<file path="config.mk">
export PLATFORM = sky130hd
export DESIGN_NAME = frost32_mem_arbiter
export DESIGN_NICKNAME = d
export VERILOG_FILES = /design/src/rtl/frost32_mem_arbiter_pkg.sv /design/src/rtl/frost32_mem_arbiter.sv
export SDC_FILE = /design/constraint.sdc
export NUM_CORES = 1
export LEC_CHECK = 0
export ABC_AREA = 1
export CORE_UTILIZATION = 47
export CTS_BUF_LIST = sky130_fd_sc_hd__clkbuf_8
export DETAILED_ROUTE_END_ITERATION = 8
export PLACE_DENSITY = 0.87
export SLEW_MARGIN = 20
export SYNTH_ARGS = -nofsm -noshare
export SYNTH_HDL_FRONTEND = slang
export SYNTH_SLANG_ARGS = --single-unit
</file>
<file path="constraint.sdc">
create_clock -name clk -period 2.65 [get_ports clk]
set_input_delay 0.53 -clock clk [delete_from_list [all_inputs] [get_ports clk]]
set_output_delay 0.53 -clock clk [all_outputs]
set_load 0.01 [all_outputs]
</file>
<file path="src/rtl/frost32_mem_arbiter_pkg.sv">
// Shared types for the frost32 memory arbiter: FSM states, bus access encodings
// and the access legality rule used when a request is granted.
package frost32_mem_arbiter_pkg;

    localparam int ARB_STATE_MSB_POS = 1;

    typedef enum logic [ARB_STATE_MSB_POS:0] {
        StArbIdle  = 2'd0,
        StArbFetch = 2'd1,
        StArbData  = 2'd2,
        StArbResp  = 2'd3
    } ArbState;

    typedef enum logic {
        DiatRead  = 1'b0,
        DiatWrite = 1'b1
    } DataInoutAccessType;

    typedef enum logic [1:0] {
        Dias32  = 2'd0,
        Dias16  = 2'd1,
        Dias8   = 2'd2,
        DiasBad = 2'd3
    } DataInoutAccessSize;

    // Natural alignment is required; the reserved size encoding is never legal.
    function automatic logic access_legal(input logic [31:0] addr,
                                          input DataInoutAccessSize size);
        logic ok;
        case (size)
            Dias32:  ok = (addr[1:0] == 2'b00);
            Dias16:  ok = (addr[0] == 1'b0);
            Dias8:   ok = 1'b1;
            default: ok = 1'b0;
        endcase
        return ok;
    endfunction

endpackage

</file>
<file path="src/rtl/frost32_mem_arbiter.sv">
// Arbitrates the frost32 instruction-fetch and data ports onto one memory bus,
// with bounded data bursts ahead of a waiting fetch and a per-access timeout.
module frost32_mem_arbiter
    import frost32_mem_arbiter_pkg::*;
#(
    parameter int TIMEOUT_CYCLES   = 255,
    parameter int DATA_BURST_LIMIT = 4
) (
    input  logic        clk,
    input  logic        rst_n,
    input  logic        if_req,
    input  logic [31:0] if_addr,
    output logic        if_ack,
    output logic        if_err,
    output logic [31:0] if_data,
    input  logic        d_req,
    input  logic [31:0] d_addr,
    input  logic [31:0] d_wdata,
    input  logic        d_access_type,
    input  logic [1:0]  d_access_size,
    output logic        d_ack,
    output logic        d_err,
    output logic [31:0] d_rdata,
    input  logic [31:0] mem_data_in,
    input  logic        mem_ready,
    output logic        mem_req,
    output logic [31:0] mem_addr,
    output logic [31:0] mem_data_out,
    output logic        mem_access_type,
    output logic [1:0]  mem_access_size,
    output logic        busy
);

    localparam int WAIT_W  = $clog2(TIMEOUT_CYCLES + 1);
    localparam int BURST_W = $clog2(DATA_BURST_LIMIT + 1);
    localparam logic [WAIT_W-1:0]  WAIT_LAST = WAIT_W'(TIMEOUT_CYCLES - 1);
    localparam logic [BURST_W-1:0] BURST_MAX = BURST_W'(DATA_BURST_LIMIT);

    ArbState             state_r;
    logic [WAIT_W-1:0]   wait_cnt_r;
    logic [BURST_W-1:0]  burst_cnt_r;

    // Arbitration FSM; the mem_* outputs double as the latched request fields.
    always_ff @(posedge clk or negedge rst_n) begin
        if (!rst_n) begin
            state_r         <= StArbIdle;
            wait_cnt_r      <= '0;
            burst_cnt_r     <= '0;
            if_ack          <= 1'b0;
            if_err          <= 1'b0;
            if_data         <= 32'd0;
            d_ack           <= 1'b0;
            d_err           <= 1'b0;
            d_rdata         <= 32'd0;
            mem_req         <= 1'b0;
            mem_addr        <= 32'd0;
            mem_data_out    <= 32'd0;
            mem_access_type <= 1'b0;
            mem_access_size <= 2'd0;
            busy            <= 1'b0;
        end else begin
            if (!if_req) begin
                burst_cnt_r <= '0;
            end
            case (state_r)
                StArbIdle: begin
                    wait_cnt_r <= '0;
                    if (d_req && !(if_req && burst_cnt_r == BURST_MAX)) begin
                        if (if_req) begin
                            burst_cnt_r <= (burst_cnt_r == BURST_MAX) ? BURST_MAX
                                                                      : burst_cnt_r + BURST_W'(1);
                        end else begin
                            burst_cnt_r <= '0;
                        end
                        busy <= 1'b1;
                        if (access_legal(d_addr, DataInoutAccessSize'(d_access_size))) begin
                            state_r         <= StArbData;
                            mem_req         <= 1'b1;
                            mem_addr        <= d_addr;
                            mem_data_out    <= (d_access_type == DiatWrite) ? d_wdata : 32'd0;
                            mem_access_type <= d_access_type;
                            mem_access_size <= d_access_size;
                        end else begin
                            state_r <= StArbResp;
                            d_ack   <= 1'b1;
                            d_err   <= 1'b1;
                        end
                    end else if (if_req) begin
                        burst_cnt_r <= '0;
                        busy        <= 1'b1;
                        if (if_addr[1:0] == 2'b00) begin
                            state_r         <= StArbFetch;
                            mem_req         <= 1'b1;
                            mem_addr        <= if_addr;
                            mem_data_out    <= 32'd0;
                            mem_access_type <= DiatRead;
                            mem_access_size <= Dias32;
                        end else begin
                            state_r <= StArbResp;
                            if_ack  <= 1'b1;
                            if_err  <= 1'b1;
                        end
                    end else begin
                        busy <= 1'b0;
                    end
                end
                StArbFetch, StArbData: begin
                    if (mem_ready || wait_cnt_r == WAIT_LAST) begin
                        state_r         <= StArbResp;
                        mem_req         <= 1'b0;
                        mem_addr        <= 32'd0;
                        mem_data_out    <= 32'd0;
                        mem_access_type <= 1'b0;
                        mem_access_size <= 2'd0;
                        // A ready on the final allowed cycle still counts as success.
                        if (state_r == StArbFetch) begin
                            if_ack  <= 1'b1;
                            if_err  <= !mem_ready;
                            if_data <= mem_ready ? mem_data_in : 32'd0;
                        end else begin
                            d_ack   <= 1'b1;
                            d_err   <= !mem_ready;
                            d_rdata <= (mem_ready && mem_access_type == DiatRead) ? mem_data_in
                                                                                  : 32'd0;
                        end
                    end else begin
                        wait_cnt_r <= wait_cnt_r + WAIT_W'(1);
                    end
                end
                StArbResp: begin
                    state_r <= StArbIdle;
                    busy    <= 1'b0;
                    if_ack  <= 1'b0;
                    if_err  <= 1'b0;
                    if_data <= 32'd0;
                    d_ack   <= 1'b0;
                    d_err   <= 1'b0;
                    d_rdata <= 32'd0;
                end
                default: begin
                    state_r <= StArbIdle;
                    busy    <= 1'b0;
                    mem_req <= 1'b0;
                    if_ack  <= 1'b0;
                    d_ack   <= 1'b0;
                end
            endcase
        end
    end

endmodule

</file>
==> results of run 1 <==
-- power by group --
| group | leakage (nW) | internal [W] | switching, W |
|---|---|---|---|
| Combinational | 3.01 | 0.00332 | 0.00448 |
| Sequential | 1.94 | 0.00339 | 0.000592 |
| Clock | 0.207 | 0.000965 | 0.000877 |
-- area by class of cell --
type / count / area (um2) / area share
Timing Repair Buffer: 292 / 2950 / 0.271
Clock inverter: 14 / 174 / 0.0160
Sequential cell: 150 / 3750 / 0.345
Clock buffer: 18 / 248 / 0.0227
Tap cell: 211 / 264 / 0.0242
Multi-Input combinational cell: 722 / 3290 / 0.302
Inverter: 56 / 210 / 0.0193
-- sequential cells by signal (all words and copies together), names as in the netlist --
name	count
mem_req	1
mem_addr	32
if_data	32
if_ack	1
d_err	1
d_rdata	32
if_err	1
mem_data_out	32
mem_access_type	1
d_ack	1
mem_access_size	2
busy	1
burst_cnt_r	3
state_r	2
wait_cnt_r	8
-- worst max path at each step --
stage / start / cells past startpoint / slack (ns) / to
3_5_place_dp: state_r[0]$_DFFE_PN0P_ / 10 / 0.39 / if_data[12]$_DFFE_PN0P_
5_1_grt: state_r[0]$_DFFE_PN0P_ / 10 / 0.21 / if_data[20]$_DFFE_PN0P_
3_3_place_gp: d_access_size[1] / 9 / 0.39 / mem_req$_DFFE_PN0P_
4_1_cts: state_r[0]$_DFFE_PN0P_ / 10 / 0.37 / if_data[17]$_DFFE_PN0P_
6_report: state_r[0]$_DFFE_PN0P_ / 10 / 0.37 / if_data[17]$_DFFE_PN0P_
2_1_floorplan: state_r[0]$_DFFE_PN0P_ / 9 / 0.78 / if_data[0]$_DFFE_PN0P_
-- through the flow --
| step | std cells | hold slack [ns] | worst slack, ns | power [W] |
|---|---|---|---|---|
| after CTS | 1463 | 0.000249 | 0.366 | 0.0137 |
| after floorplan | 996 | 0.234 | 0.778 | 0.00836 |
| after global placement | 1431 | 0.453 | 0.395 | 0.0116 |
| after detailed placement | 1431 | 0.458 | 0.394 | 0.0118 |
| after global routing | 1463 | 0.0181 | 0.209 | 0.0147 |
| final | 1463 | 0.00751 | 0.375 | 0.0136 |
-- Yosys cell counts, types with 2 or more instances --
| cell type | instances | area share |
|---|---|---|
| ha_1 | 10 | 0.017 |
| buf_1 | 8 | 0.0040 |
| nand3_1 | 111 | 0.074 |
| a21oi_1 | 41 | 0.027 |
| nor3_1 | 34 | 0.023 |
| buf_4 | 3 | 0.0030 |
| o21ai_0 | 42 | 0.028 |
| nor2_1 | 87 | 0.043 |
| nand2_1 | 348 | 0.17 |
| nand4_1 | 3 | 0.0025 |
| nand3b_1 | 31 | 0.031 |
| nand3_2 | 2 | 0.0026 |
| buf_2 | 17 | 0.011 |
| dfrtp_1 | 150 | 0.50 |
| clkbuf_1 | 37 | 0.018 |
| buf_6 | 3 | 0.0045 |
| nand2_2 | 5 | 0.0041 |
| inv_1 | 56 | 0.028 |
| nor2_4 | 2 | 0.0030 |
-- cell families (layout without fill, tap and decap cells) --
group,Yosys count,in the layout,share of synthesized area
buf+inv,124,380,0.0689
xor+xnor,1,1,0.00116
simple gates,626,626,0.358
flops,150,150,0.497
fa+ha+maj,10,10,0.0166
compound gates,85,85,0.0581
-- worst max-delay path, cell delays in order (launching register included) --
cell and delay [ns]:
dfrtp_1 0.42, inv_1 0.11, ha_2 0.45, buf_4 0.26, nor2_1 0.06, inv_1 0.08
o21ai_0 0.13, a21oi_4 0.16, buf_12 0.27, nor2_1 0.09, a21oi_1 0.14
-- routing by layer --
metal,global-route usage,part of all wire
met1,0.312,0.39
met2,0.451,0.48
met3,0.0836,0.092
met4,0.163,0.043
met5,0,0
==> impl_metrics.csv, run 1 <==
group,metric,value,unit
status,status,"finished, final reports clean",
layout,final_cell_mix,"347 x nand2_1, 271 x clkdlybuf4s50_1, 150 x dfrtp_1",
layout,finalNetCount,1385,
timing,slew_headroom,0.655,
cts,path_clk_slew,0.09,ns
setup_path,critPathKind,"register to register",
drt,drt_iter0_drc,418,
flow_run,maxCapViolations,0,
grt,grt_usage,0.272,
synth,ys.warnings.count,0,
setup_path,startpoint_type,"register",
synth,synth-seq-cells,150,
timing,hold_violations,0,
die,ioPinCount,273,
drt,via_per_inst,5.19,
cts,worstSkewPairLatency,0.44,ns
layout,final_common_cell,"nand2_1",
layout,fill_cells,1305,
setup_path,critPathArrivalTime,2.64,ns
power,p_leak,5.16,nW
cts,cts_buffers,17,
drt,wire_per_inst,14.9,um
layout,final_core_util,0.706,
timing,grt_setup_unrepaired,"false",
grt,antenna_found_initial,0,
die,start_util,0.490,
die,die_area,16600,um2
die,rows,45,
timing,setup_viol,0,
synth,syn_area,7550,um2
placement,post-dp-hpwl,15800,um
grt,grt_max_degree,65,
cts,post_cts_buffers,0,
drt,dr.pass1.iters,5,
placement,post_dp_cell_area,10500,um2
cts,cts_resized,0,
grt,grt-ovfl-total,0,
synth,syn_area_per_cell,7.59,um2
cts,cts_tree,"built",
die,fp.dieH,129,um
setup_path,reg2reg_depth,10,
cts,cts_root_buffer,"clkbuf_8",
drt,drtAntennaViolNets,0,
layout,antenna-diode-count,0,
cts,clockBufferDepth,2,
timing,finalCriticalPeriod,2.28,ns
setup_path,crit_required,3.02,ns
power,vdd_drop_max,1.08,mV
setup_path,reg2reg_slack,0.37,ns
drt,drc,0,
layout,areaGrowthSynthToFinish,44.2,%
cts,htree_levels,4,
die,die_width,129,um
placement,gp_congestion,0.855,
timing,timing.fmax,439,MHz
grt,grt_pass1_vias,7321,
layout,design_area,10900,um2
synth,ys_types,25,
synth,async_reset_ff_frac,1.00,
synth,syn_inst,996,
timing,slew_violations,0,
setup_path,worst_setup_path_end_kind,"register",
drt,vias,7598,
timing,tightest_slew,0.517,ns
timing,finClkSkew,0.0121,ns
cts,hold_buffers,0,
placement,numPortBuffers,272,
synth,synth_edf_count,0,
setup_path,r2r-start,"state_r[0]$_DFFE_PN0P_",
timing,min_period_over_period,0.859,
die,core,15400,um2
synth,ys.flop_type,"dfrtp_1",
synth,seq_area_frac_synth,0.497,
power,powerDensity,1250,nW/um2
timing,fin_tns_setup,0,ns
cts,numClockSinks,150,
grt,grt_pass1_wl,35100,um
synth,syn_nets,1142,
setup_path,critical_path.max_fanout,64,
hold_path,hp-class,"primary input to async pin",
setup_path,reg2reg_to,"if_data[17]$_DFFE_PN0P_",
layout,drive_gt1_frac,0.0551,
drt,finalWirelength,21700,um
Note: power is estimated with default switching activity, not from simulation.
==> run 2, diff against run 1 <==
--- a/config.mk
+++ b/config.mk
@@ -6,6 +6,7 @@
 export NUM_CORES = 1
 export LEC_CHECK = 0
 export ABC_AREA = 1
+export CORE_MARGIN = 2
 export CORE_UTILIZATION = 47
 export CTS_BUF_LIST = sky130_fd_sc_hd__clkbuf_8
 export DETAILED_ROUTE_END_ITERATION = 8
==> constraint.sdc (replaced) <==
create_clock -name clk -period 2.3 [get_ports clk]
set_input_delay 0.46 -clock clk [delete_from_list [all_inputs] [get_ports clk]]
set_output_delay 0.46 -clock clk [all_outputs]
set_load 0.01 [all_outputs]
==> run 2 against run 1 <==
Utilization is 1.8 points lower. Hold slack better by 0.46 ns. Critical path depth is 1 lower. Non-clock buffer count rose by 4. Cell area decreased by 0.41%. First-iteration DRC count increased by 9.8%. Clock skew fell by 0.0015 ns. Via count fell by 2.2%. Count of clock-buffer cells in the layout unchanged. Register-to-register slack lost 0.18 ns. Final cell count up 0.41%. Largest cell class unchanged.
==> impl_metrics.csv, run 2 (synthesis gave the netlist of run 1 again) <==
group,metric,value,unit
drt,wire_per_inst,15.0,um
die,core,15800,um2
drt,drt_iter0_drc,459,
setup_path,critPathKind,"register to register",
timing,hold_violations,0,
power,powerDensity,1420,nW/um2
drt,vias,7428,
setup_path,crit_required,2.63,ns
cts,cts_resized,0,
timing,min_period_over_period,0.915,
drt,via_per_inst,5.06,
placement,pre_cts_ws,0.170,ns
timing,finClkSkew,0.0106,ns
grt,grt-ovfl-total,0,
power,p_leak,5.14,nW
layout,drive_gt1_frac,0.0535,
cts,cts_buffers,17,
setup_path,critical_path.max_fanout,64,
drt,drc,0,
layout,areaGrowthSynthToFinish,43.6,%
flow_run,maxCapViolations,0,
timing,fin_tns_setup,0,ns
timing,timing.fmax,475,MHz
timing,worst_slack,0.195,ns
power,vdd_drop_max,1.20,mV
hold_path,min_path_cells,2,
hold_path,hp-class,"register to register",
grt,grt_usage,0.259,
status,status,"finished, final reports clean",
layout,fill_cells,1317,
timing,grt_setup_unrepaired,"false",
layout,final_common_cell,"nand2_1",
drt,drtAntennaViolNets,0,
cts,htree_levels,4,
timing,slew_violations,0,
cts,worstSkewPairLatency,0.46,ns
layout,design_area,10800,um2
layout,antenna-diode-count,0,
die,rows,46,
placement,post_dp_cell_area,10500,um2
setup_path,critPathArrivalTime,2.43,ns
setup_path,reg2reg_slack,0.20,ns
drt,finalWirelength,22100,um
die,fp.dieH,131,um
timing,slew_headroom,0.665,
setup_path,reg2reg_depth,9,
placement,numPortBuffers,272,
timing,tightest_slew,0.503,ns
cts,cts_root_buffer,"clkbuf_8",
layout,finalNetCount,1389,
setup_path,worst_setup_path_end_kind,"register",
cts,cts_tree,"built",
drt,dr.pass1.iters,5,
cts,numClockSinks,150,
die,die_area,17100,um2
timing,setup_viol,0,
cts,path_clk_slew,0.08,ns
placement,post-dp-hpwl,16000,um
grt,grt_pass1_vias,7235,
cts,clockBufferDepth,2,
grt,grt_max_degree,65,
die,ioPinCount,273,
layout,final_cell_mix,"347 x nand2_1, 271 x clkdlybuf4s50_1, 150 x dfrtp_1",
timing,finalCriticalPeriod,2.10,ns
grt,grt_pass1_wl,34600,um
die,start_util,0.479,
placement,gp_congestion,0.849,
die,die_width,131,um
grt,antenna_found_initial,0,
setup_path,startpoint_type,"register",
[run 2: stage by stage]
step / hold slack, ns / std cells / power, W / utilization
2_1_floorplan: 0.164 / 996 / 0.00963 / -
3_3_place_gp: 0.409 / 1439 / 0.0134 / 0.666
3_5_place_dp: 0.411 / 1439 / 0.0137 / 0.666
4_1_cts: 0.468 / 1469 / 0.0155 / 0.688
5_1_grt: 0.493 / 1469 / 0.0166 / 0.688
6_report: 0.471 / 1469 / 0.0154 / 0.688
[run 2: worst max-delay path, stage by stage, from the launching register on]
cell	delay [ns]
dfrtp_1	0.42
inv_1	0.12
ha_2	0.38
inv_1	0.08
buf_4	0.16
o21ai_0	0.32
a21oi_4	0.07
buf_12	0.20
nor2_1	0.15
a21oi_1	0.06
[run 2: power breakdown]
part / leakage [nW] / total (W) / switching (W) / internal, W
clock: 0.167 / 0.00180 / 0.000953 / 0.000847
sequential: 1.94 / 0.00460 / 0.000689 / 0.00391
combinational: 3.03 / 0.00904 / 0.00520 / 0.00384
total: 5.14 / 0.0154 / 0.00684 / 0.00860
[run 2: layout make-up]
cell class	count	area, um2	share of cell area
inverters	56	210	0.0194
clock buffers	18	248	0.0228
clock inverters	11	90.1	0.00831
multi-input cells	722	3290	0.304
flip-flops and latches	150	3750	0.346
repair buffers	296	2980	0.275
well taps	216	270	0.0249
[run 2: metal layers]
layer | up-vias | GRT usage | part of all wire
met5 | - | 0 | 0
met4 | 0 | 0.0945 | 0.025
met3 | 43 | 0.0855 | 0.095
met2 | 326 | 0.446 | 0.49
met1 | 3399 | 0.302 | 0.39
li1 | 3660 | - | -
[run 2: worst paths after layout]
check | startpoint | to
setup / recovery | state_r[1]$_DFFE_PN0P_ | if_data[0]$_DFFE_PN0P_
hold / removal | mem_addr[11]$_DFFE_PN0P_ | mem_addr[11]$_DFFE_PN0P_
setup reg to reg | state_r[1]$_DFFE_PN0P_ | if_data[0]$_DFFE_PN0P_
hold reg to reg | mem_addr[11]$_DFFE_PN0P_ | mem_addr[11]$_DFFE_PN0P_
max in group asynchronous | rst_n | if_data[3]$_DFFE_PN0P_
min in group asynchronous | rst_n | mem_addr[20]$_DFFE_PN0P_
[run 2: what timing repair did]
action	4_1_cts	5_1_grt
buffers inserted	0	0
endpoints found under the hold margin	41	0
hold buffers	1	0
==> run 3, diff against run 2 <==
--- a/config.mk
+++ b/config.mk
@@ -11,7 +11,7 @@
 export CTS_BUF_LIST = sky130_fd_sc_hd__clkbuf_8
 export DETAILED_ROUTE_END_ITERATION = 8
 export PLACE_DENSITY = 0.87
-export SLEW_MARGIN = 20
+export SLEW_MARGIN = 25
 export SYNTH_ARGS = -nofsm -noshare
 export SYNTH_HDL_FRONTEND = slang
 export SYNTH_SLANG_ARGS = --single-unit
==> results of run 3 <==
No change in the layout: final DEF, timing and power equal those of run 2.
